$ cat src/rtl/instr_dispatch.sv
// In-order instruction dispatcher: buffers tagged words in a small FIFO and
// presents the head entry to its target core, retiring on that core's ready.
module instr_dispatch #(
    parameter int N     = 3,
    parameter int DEPTH = 4,
    localparam int CORE_SEL_W = (N <= 1) ? 1 : $clog2(N),
    localparam int CNT_W      = $clog2(DEPTH + 1),
    localparam int PTR_W      = $clog2(DEPTH)
) (
    input  logic                  clk,
    input  logic                  resetN,
    input  logic                  instr_valid,
    input  logic [31:0]           instr_word,
    input  logic [CORE_SEL_W-1:0] instr_core_sel,
    output logic                  instr_ready,
    output logic [N-1:0]          core_instr_valid,
    output logic [31:0]           core_instr_word,
    input  logic [N-1:0]          core_ready_vec,
    output logic [CNT_W-1:0]      fifo_count,
    output logic [15:0]           issued_count,
    output logic                  bad_sel_err
);

    localparam logic [CORE_SEL_W:0] SEL_LIMIT = (CORE_SEL_W + 1)'(N);

    logic [31:0]           word_mem [DEPTH];
    logic [CORE_SEL_W-1:0] sel_mem  [DEPTH];
    logic [PTR_W-1:0]      wr_ptr;
    logic [PTR_W-1:0]      rd_ptr;

    logic                  empty;
    logic                  sel_legal;
    logic                  accept;
    logic                  push;
    logic                  pop;
    logic                  head_ready;
    logic [CORE_SEL_W-1:0] head_sel;
    logic [31:0]           head_word;

    // Handshakes: a transfer happens on a rising edge where valid and ready are
    // both high. instr_ready depends only on registered occupancy; a core
    // transfer is core_instr_valid[i] && core_ready_vec[i] for the head's core.
    assign instr_ready = resetN && (fifo_count < CNT_W'(DEPTH));
    assign empty       = (fifo_count == '0);
    assign sel_legal   = ({1'b0, instr_core_sel} < SEL_LIMIT);
    assign accept      = instr_valid && instr_ready;
    assign push        = accept && sel_legal;
    assign pop         = !empty && head_ready;
    assign head_sel    = sel_mem[rd_ptr];
    assign head_word   = word_mem[rd_ptr];

    // Decode the head's select without indexing past N for out-of-range codes.
    always_comb begin
        core_instr_valid = '0;
        head_ready       = 1'b0;
        for (int i = 0; i < N; i++) begin
            if (head_sel == CORE_SEL_W'(i)) begin
                core_instr_valid[i] = !empty;
                head_ready          = core_ready_vec[i];
            end
        end
        core_instr_word = empty ? 32'h0 : head_word;
    end

    // Storage needs no reset: occupancy alone decides what is visible.
    always_ff @(posedge clk) begin
        if (push) begin
            word_mem[wr_ptr] <= instr_word;
            sel_mem[wr_ptr]  <= instr_core_sel;
        end
    end

    always_ff @(posedge clk or negedge resetN) begin
        if (!resetN) begin
            wr_ptr       <= '0;
            rd_ptr       <= '0;
            fifo_count   <= '0;
            issued_count <= '0;
            bad_sel_err  <= 1'b0;
        end else begin
            if (push) begin
                wr_ptr <= wr_ptr + PTR_W'(1);
            end
            if (pop) begin
                rd_ptr       <= rd_ptr + PTR_W'(1);
                issued_count <= issued_count + 16'd1;
            end
            case ({push, pop})
                2'b10:   fifo_count <= fifo_count + CNT_W'(1);
                2'b01:   fifo_count <= fifo_count - CNT_W'(1);
                default: fifo_count <= fifo_count;
            endcase
            if (accept && !sel_legal) begin
                bad_sel_err <= 1'b1;
            end
        end
    end

endmodule
$ cat config.mk
export PLATFORM = sky130hd
export DESIGN_NAME = instr_dispatch
export DESIGN_NICKNAME = d
export VERILOG_FILES = /design/src/rtl/instr_dispatch.sv
export SDC_FILE = /design/constraint.sdc
export NUM_CORES = 1
export LEC_CHECK = 0
export CAP_MARGIN = 25
export CELL_PAD_IN_SITES_DETAIL_PLACEMENT = 1
export CELL_PAD_IN_SITES_GLOBAL_PLACEMENT = 1
export CORE_MARGIN = 5
export CORE_UTILIZATION = 45
export DETAILED_ROUTE_END_ITERATION = 8
export GPL_TIMING_DRIVEN = 1
export MAX_ROUTING_LAYER = met4
export PLACE_DENSITY = 0.83
export SYNTH_ARGS = -nofsm -noshare
export SYNTH_HDL_FRONTEND = slang
export SYNTH_SLANG_ARGS = --single-unit
$ cat constraint.sdc
create_clock -name clk -period 3.85 [get_ports clk]
set_clock_uncertainty 0.05 [all_clocks]
set_input_delay 0.77 -clock clk [delete_from_list [all_inputs] [get_ports clk]]
set_output_delay 0.77 -clock clk [all_outputs]
set_load 0.02 [all_outputs]
-- After elaboration in Yosys (flattened, before gate mapping)
Memory sizes are Yosys's and may differ from the RTL's.
Index checks and enable logic that the tools add are counted.
- $add $sub $neg: 5
- order comparisons: 2
- equality and inequality tests: 4
- muxes and demuxes: 10
- reduce and logical (&&, ||, !) cells: 10
- operators with widths (operator ; number):
    $mux 32 ; 1
    $add 16x1->16 const B ; 1
    $mux 1 ; 8
    $pmux 3 s2 ; 1
    $logic_and 1x1->1 ; 5
    $add 2x1->2 const B ; 2
    $eq 2x1->1 const B ; 2
    $eq 2x2->1 const B ; 2
    $add 3x1->3 const B ; 1
    $logic_not 3->1 ; 1
    $lt 3x3->1 const B ; 1
    $sub 3x1->3 const B ; 1
    $logic_not 1->1 ; 2
    $logic_not 2->1 ; 1
    $lt 2x2->1 const B ; 1
    $reduce_bool 2->1 ; 1
- bits in registers: 24
- RAM bits: 136
- bits of input ports: 40
- output and inout port bits: 56
- word-level logic and storage cells: 38
- memories kept: 2
- memories (memory ; words ; bits a word ; rd ports ; clocked after memory_dff ; wr ports ; line ; RTL):
    word_mem ; 4 ; 32 ; 1 ; 0 ; 1 ; 26 ; logic [31:0] word_mem [DEPTH];
    sel_mem ; 4 ; 2 ; 1 ; 0 ; 1 ; 27 ; logic [CORE_SEL_W-1:0] sel_mem [DEPTH];

-- Depth between registers and ports, before layout
Gate-level depths: netlist of the first run.
An unclocked memory read counts as a cell.
- depth after elaboration: 8
- depth in mapped cells: 12
- gate-level depth less buffers: 10

-- Worst setup path before layout of the first run
No wires, ideal clock.
- path type: reg-to-reg
- start point: reg rd_ptr[0]
- end point: reg fifo_count[2]
- library setup time: 0.080 ns
- data arrival time: 3.055 ns
- slack: 0.665 ns
- stages on the path, launching flop included: 13
- buffers on the path: 3
- cells stage by stage: dfrtp_1 buf_6 mux4_2 nor3b_1 a22o_1 buf_6 buf_12 ha_1 inv_1 fa_1 xor2_1 nor2_1 xor2_1
- word-level cells in the longest chain between the ends: 8
- elaborated cells on any way between the ends: 12
- those cells by class: eq/ne: 4; mux: 4; reduce/logical: 3; memory: 1
- ends and longest elaborated chain (element ; line ; RTL):
    start: declaration ; 29 ; logic [PTR_W-1:0] rd_ptr;
    start signal: assignment ; 85 ; rd_ptr <= rd_ptr + PTR_W'(1);
    $mem_v2 4x2 * ; -- ;
    $logic_not 2->1 ; 57 ; if (head_sel == CORE_SEL_W'(i)) begin
    $mux 1 (2 in a row) ; 57 ;
    $mux 1 * ; 57 ;
    $logic_and 1x1->1 * ; 48 ; assign pop = !empty && head_ready;
    named net pop ; 35 ; logic pop;
    $eq 2x1->1 or $eq 2x2->1 (tied branches) ; 88 ; case ({push, pop})
    $pmux 3 s2 or $reduce_bool 2->1 (tied branches) ; -- ;
    end signal: assignment ; 89 ; 2'b10: fifo_count <= fifo_count + CNT_W'(1);
    end signal: assignment ; 90 ; 2'b01: fifo_count <= fifo_count - CNT_W'(1);
    end signal: assignment ; 91 ; default: fifo_count <= fifo_count;
    end: declaration ; 19 ; output logic [CNT_W-1:0] fifo_count,
Mark *: on every way through the listed nets, which the timed path passes. The rest lies on a longest branch.
A chain may end at the register's enable or synchronous reset.

-- Final worst setup path of the first run
- start point: reg rd_ptr[1]
- end point: out core_instr_valid[2]
- word-level cells in the longest chain between the ends: 3
- ends and longest elaborated chain (element ; line ; RTL):
    $mem_v2 4x2 ; -- ;
    $eq 2x2->1 ; 57 ;
    $mux 1 ; 57 ;
    end: declaration ; 16 ; output logic [N-1:0] core_instr_valid,
Every way passes these cells.

==> summary by stage, run 1 <==
STA
The transition at the pin with the smallest max-transition slack is 591.4 ps. Setup repair after global routing left no endpoint under its margin. In the finished design, the share of the clock period the worst path needs comes to 0.8901. On the final layout, the worst hold slack is 428.5 ps.

Setup slack on the critical path of the routed design comes to 423.3 ps. The total negative slack for setup checks is 0 ps. The post-route minimum period is 3427 ps. The count of final max-slew check failures is 0. The final count of negative-setup-slack endpoints is 0.

The final count of hold timing violations is 0. The remaining max-slew budget at the tightest pin is 0.6058. Static timing analysis puts the maximum clock frequency at 291.8 MHz.

Place
The HPWL after detailed placement is 9039 µm. Buffers placed on the I/O ports in this run total 95. The worst setup slack after placement is 656.5 ps. The number of placed instances with taps included is 589.

The routability congestion estimate is 0.7621. The placed instances occupy a cell area of 7547 µm².

Pwr
The leakage power is 0.002759 µW. IR analysis of the VDD net gives a maximum drop of 0.0004941 V. The power per cell area is 739.5 nW/µm².

Floorplan
The core outline area is 13830 µm². The top-level port count is 96. The floorplan has 43 rows. The starting density of the core is 0.4557. The horizontal extent of the die is 128.3 µm.

The die span in y is 128.3 µm. The die covers 16470 µm².

Final layout
The cell area after layout is 8074 µm². From synthesis to final layout, the design area changed by 28.14%. The final-layout fill cell count is 1218. 0 antenna diodes ended up in the layout. For this run, the post-layout net count is 475. Leaving out filler cells and counting taps, the final layout contains 619. Of the cells placed in the final design, the portion with a size suffix greater than 1 is 0.1868.

Routing
The total vias in the final route is 3284. The detailed-route wire length is 13300 µm. The first detailed-routing pass took 4 iterations. Dividing the detail-routed wire length by the instance count gives 21.49 µm.

The average via count per standard cell is 5.305. The violation count after the first detailed-routing iteration is 228. The detail route stage leaves a number of antenna-violating nets equal to 0. The final routed DRC violation total is 0.

Global route
The number of global-route vias before repair is 3682. The first global-routing pass estimated 21090 µm of wire. The global routing met2 resource utilization is 0.2807. In the global route stage, met3 resource usage came out at 0.04193.

Across every metal layer, demand over resource in global routing totals 0.1782. The busiest layer in global routing is met2. The global-route met1 utilization is 0.2275. The initial antenna violation count was 0. Entering global routing, the biggest net connects 36 pins.

After global routing the overflow that remains totals 0.

Clock network
Counting the buffers created by CTS gives 17. The clock latency at the later pin of the worst-skew pair is 410 ps. The tree is rooted in a sky130_fd_sc_hd__clkbuf_16. The H-tree was split into 4 levels. TritonCTS built the clock tree. In this run the post-CTS setup repair buffer count came out at 0. The quantity of gates resized following cts is 0. The clock input transition at the sequential cells of the worst setup and hold paths is 50 ps. The clock sink total is 160. The largest buffer count on any clock path is 2. After clock tree synthesis, the flow added hold-fix buffers numbering 0.

Synth
The predominant post-synthesis flop cell is sky130_fd_sc_hd__edfxtp_1. The portion of synthesized cell area occupied by the leading cell type is 0.6481. The sequential element share of the synthesized area is 0.7434. The instance count of the mapped netlist is 315.

In the post-synthesis netlist, the cell with the most instances is sky130_fd_sc_hd__edfxtp_1. The number of distinct library cells after synthesis is 30. By area the synthesized netlist is led by sky130_fd_sc_hd__edfxtp_1 65%, sky130_fd_sc_hd__mux4_2 12%, sky130_fd_sc_hd__dfrtp_1 9.5%, sky130_fd_sc_hd__nor2b_1 3.3%, sky130_fd_sc_hd__xnor2_1 2.4%. The number of synthesized flops with an enable pin is 136.

The flop and latch count out of synthesis is 160. The cell type with the largest total area after synthesis is sky130_fd_sc_hd__edfxtp_1. Yosys printed 0 warnings. The commonest cells after synthesis are 136 x sky130_fd_sc_hd__edfxtp_1, 34 x sky130_fd_sc_hd__mux4_2, 33 x sky130_fd_sc_hd__nor2b_1.

Summing every instance area after synthesis gives 6301 µm². The share of flip-flops with an asynchronous set or reset is 0.1500. After synthesis, the mean cell area works out to 20.00 µm². When the netlist entered floorplanning its net count stood at 362.

Setup path
The maximum cell stage delay along the critical path is 740 ps. The worst setup path is of the flop to primary output kind. The library cell contributing the largest single delay on the critical path is sky130_fd_sc_hd__dfrtp_2. The signal on the critical path passes through mux4_2, nor3b_1, clkdlybuf4s50_1. STA puts the critical path data required time at 3030 ps. STA classifies the critical path endpoint as a primary output.

The kind of start point of the critical path is a flop. The worst path arrival time is 2610 ps. The largest fanout on the critical path is 21.

Worst hold path
The type of the tightest min-delay check is flop to flop.

Run status
The run finished with clean final reports.

Job
The number of max-capacitance violations reported is 0.
-- worst paths after layout --
check,startpoint,slack [ps],end,cells after the start
setup / recovery,rd_ptr[1],420,core_instr_valid[2],3
hold / removal,issued_count[15],430,issued_count[15],1
setup reg to reg,rd_ptr[1],860,fifo_count[2],9
hold reg to reg,issued_count[15],430,issued_count[15],1
max in group asynchronous,resetN,2760,rd_ptr[1],2
min in group asynchronous,resetN,730,issued_count[1],2
-- final cells by class --
| cell class | instances | area [µm²] | share of cell area |
|---|---|---|---|
| Clock buffer | 19 | 432.9 | 0.05362 |
| Clock inverter | 11 | 93.84 | 0.01162 |
| Inverter | 6 | 22.52 | 0.002789 |
| Multi-Input combinational cell | 136 | 1521 | 0.1884 |
| Sequential cell | 160 | 4687 | 0.5805 |
| Tap cell | 180 | 225.2 | 0.02789 |
| Timing Repair Buffer | 107 | 1091 | 0.1351 |
-- per-layer routing --
layer	share of wire	up-vias	wire length [µm]
li1	-	1461	-
met1	0.44	1737	5895
met2	0.50	73	6716
met3	0.037	13	498
met4	0.015	0	194
met5	0	-	0
-- stage by stage --
step / util / power (µW)
after floorplan: - / 3589
after global placement: 0.5458 / 4455
after detailed placement: 0.5458 / 4537
after CTS: 0.5839 / 6051
after global routing: 0.5839 / 6276
final: 0.5839 / 5971
-- logic make-up after synthesis --
logic type | share of synthesized area
simple gates | 0.06374
mux | 0.1273
flops | 0.7434
compound gates | 0.004566
buf+inv | 0.01668
fa+ha+maj | 0.01509
xor+xnor | 0.02919
-- state kept, by name, indices dropped and copies added, names as in the netlist --
register	flops
word_mem	128
issued_count	16
sel_mem	8
fifo_count	3
rd_ptr	2
wr_ptr	2
bad_sel_err	1
-- cells in the final DEF, fill, tap and decap left out, types with 4 or more instances in the layout --
| cell | n |
|---|---|
| sky130_fd_sc_hd__inv_1 | 6 |
| sky130_fd_sc_hd__clkbuf_16 | 17 |
| sky130_fd_sc_hd__ha_1 | 6 |
| sky130_fd_sc_hd__xnor2_1 | 17 |
| sky130_fd_sc_hd__mux4_2 | 34 |
| sky130_fd_sc_hd__xor2_1 | 4 |
| sky130_fd_sc_hd__buf_12 | 4 |
| sky130_fd_sc_hd__and2_2 | 4 |
| sky130_fd_sc_hd__clkinv_2 | 4 |
| sky130_fd_sc_hd__nand4_1 | 11 |
| sky130_fd_sc_hd__nand2_1 | 5 |
| sky130_fd_sc_hd__edfxtp_1 | 136 |
| sky130_fd_sc_hd__nor2b_1 | 33 |
| sky130_fd_sc_hd__clkdlybuf4s50_1 | 95 |
| sky130_fd_sc_hd__buf_4 | 8 |
| sky130_fd_sc_hd__and3_1 | 5 |
| sky130_fd_sc_hd__dfrtp_1 | 22 |
-- critical path, delay by kind of cell, from the launching register on --
family	cells	cell delay, ps
and+or+nand+nor	1	290
buffers and inverters	1	680
DFF	1	740
muxes	1	480
-- power by group --
group          switching [µW]  leakage [µW]  internal, µW
registers                 165       0.00153          2060
logic                    1110      0.000975          1140
clock network             627      0.000252           876
Power figures use the tool's default switching activity.
==> inputs of run 2 (changes only) <==
SLEW_MARGIN = 40   (was unset)
==> results of run 2 <==
Same layout as run 1: the final DEF is identical, and so are final timing and power.
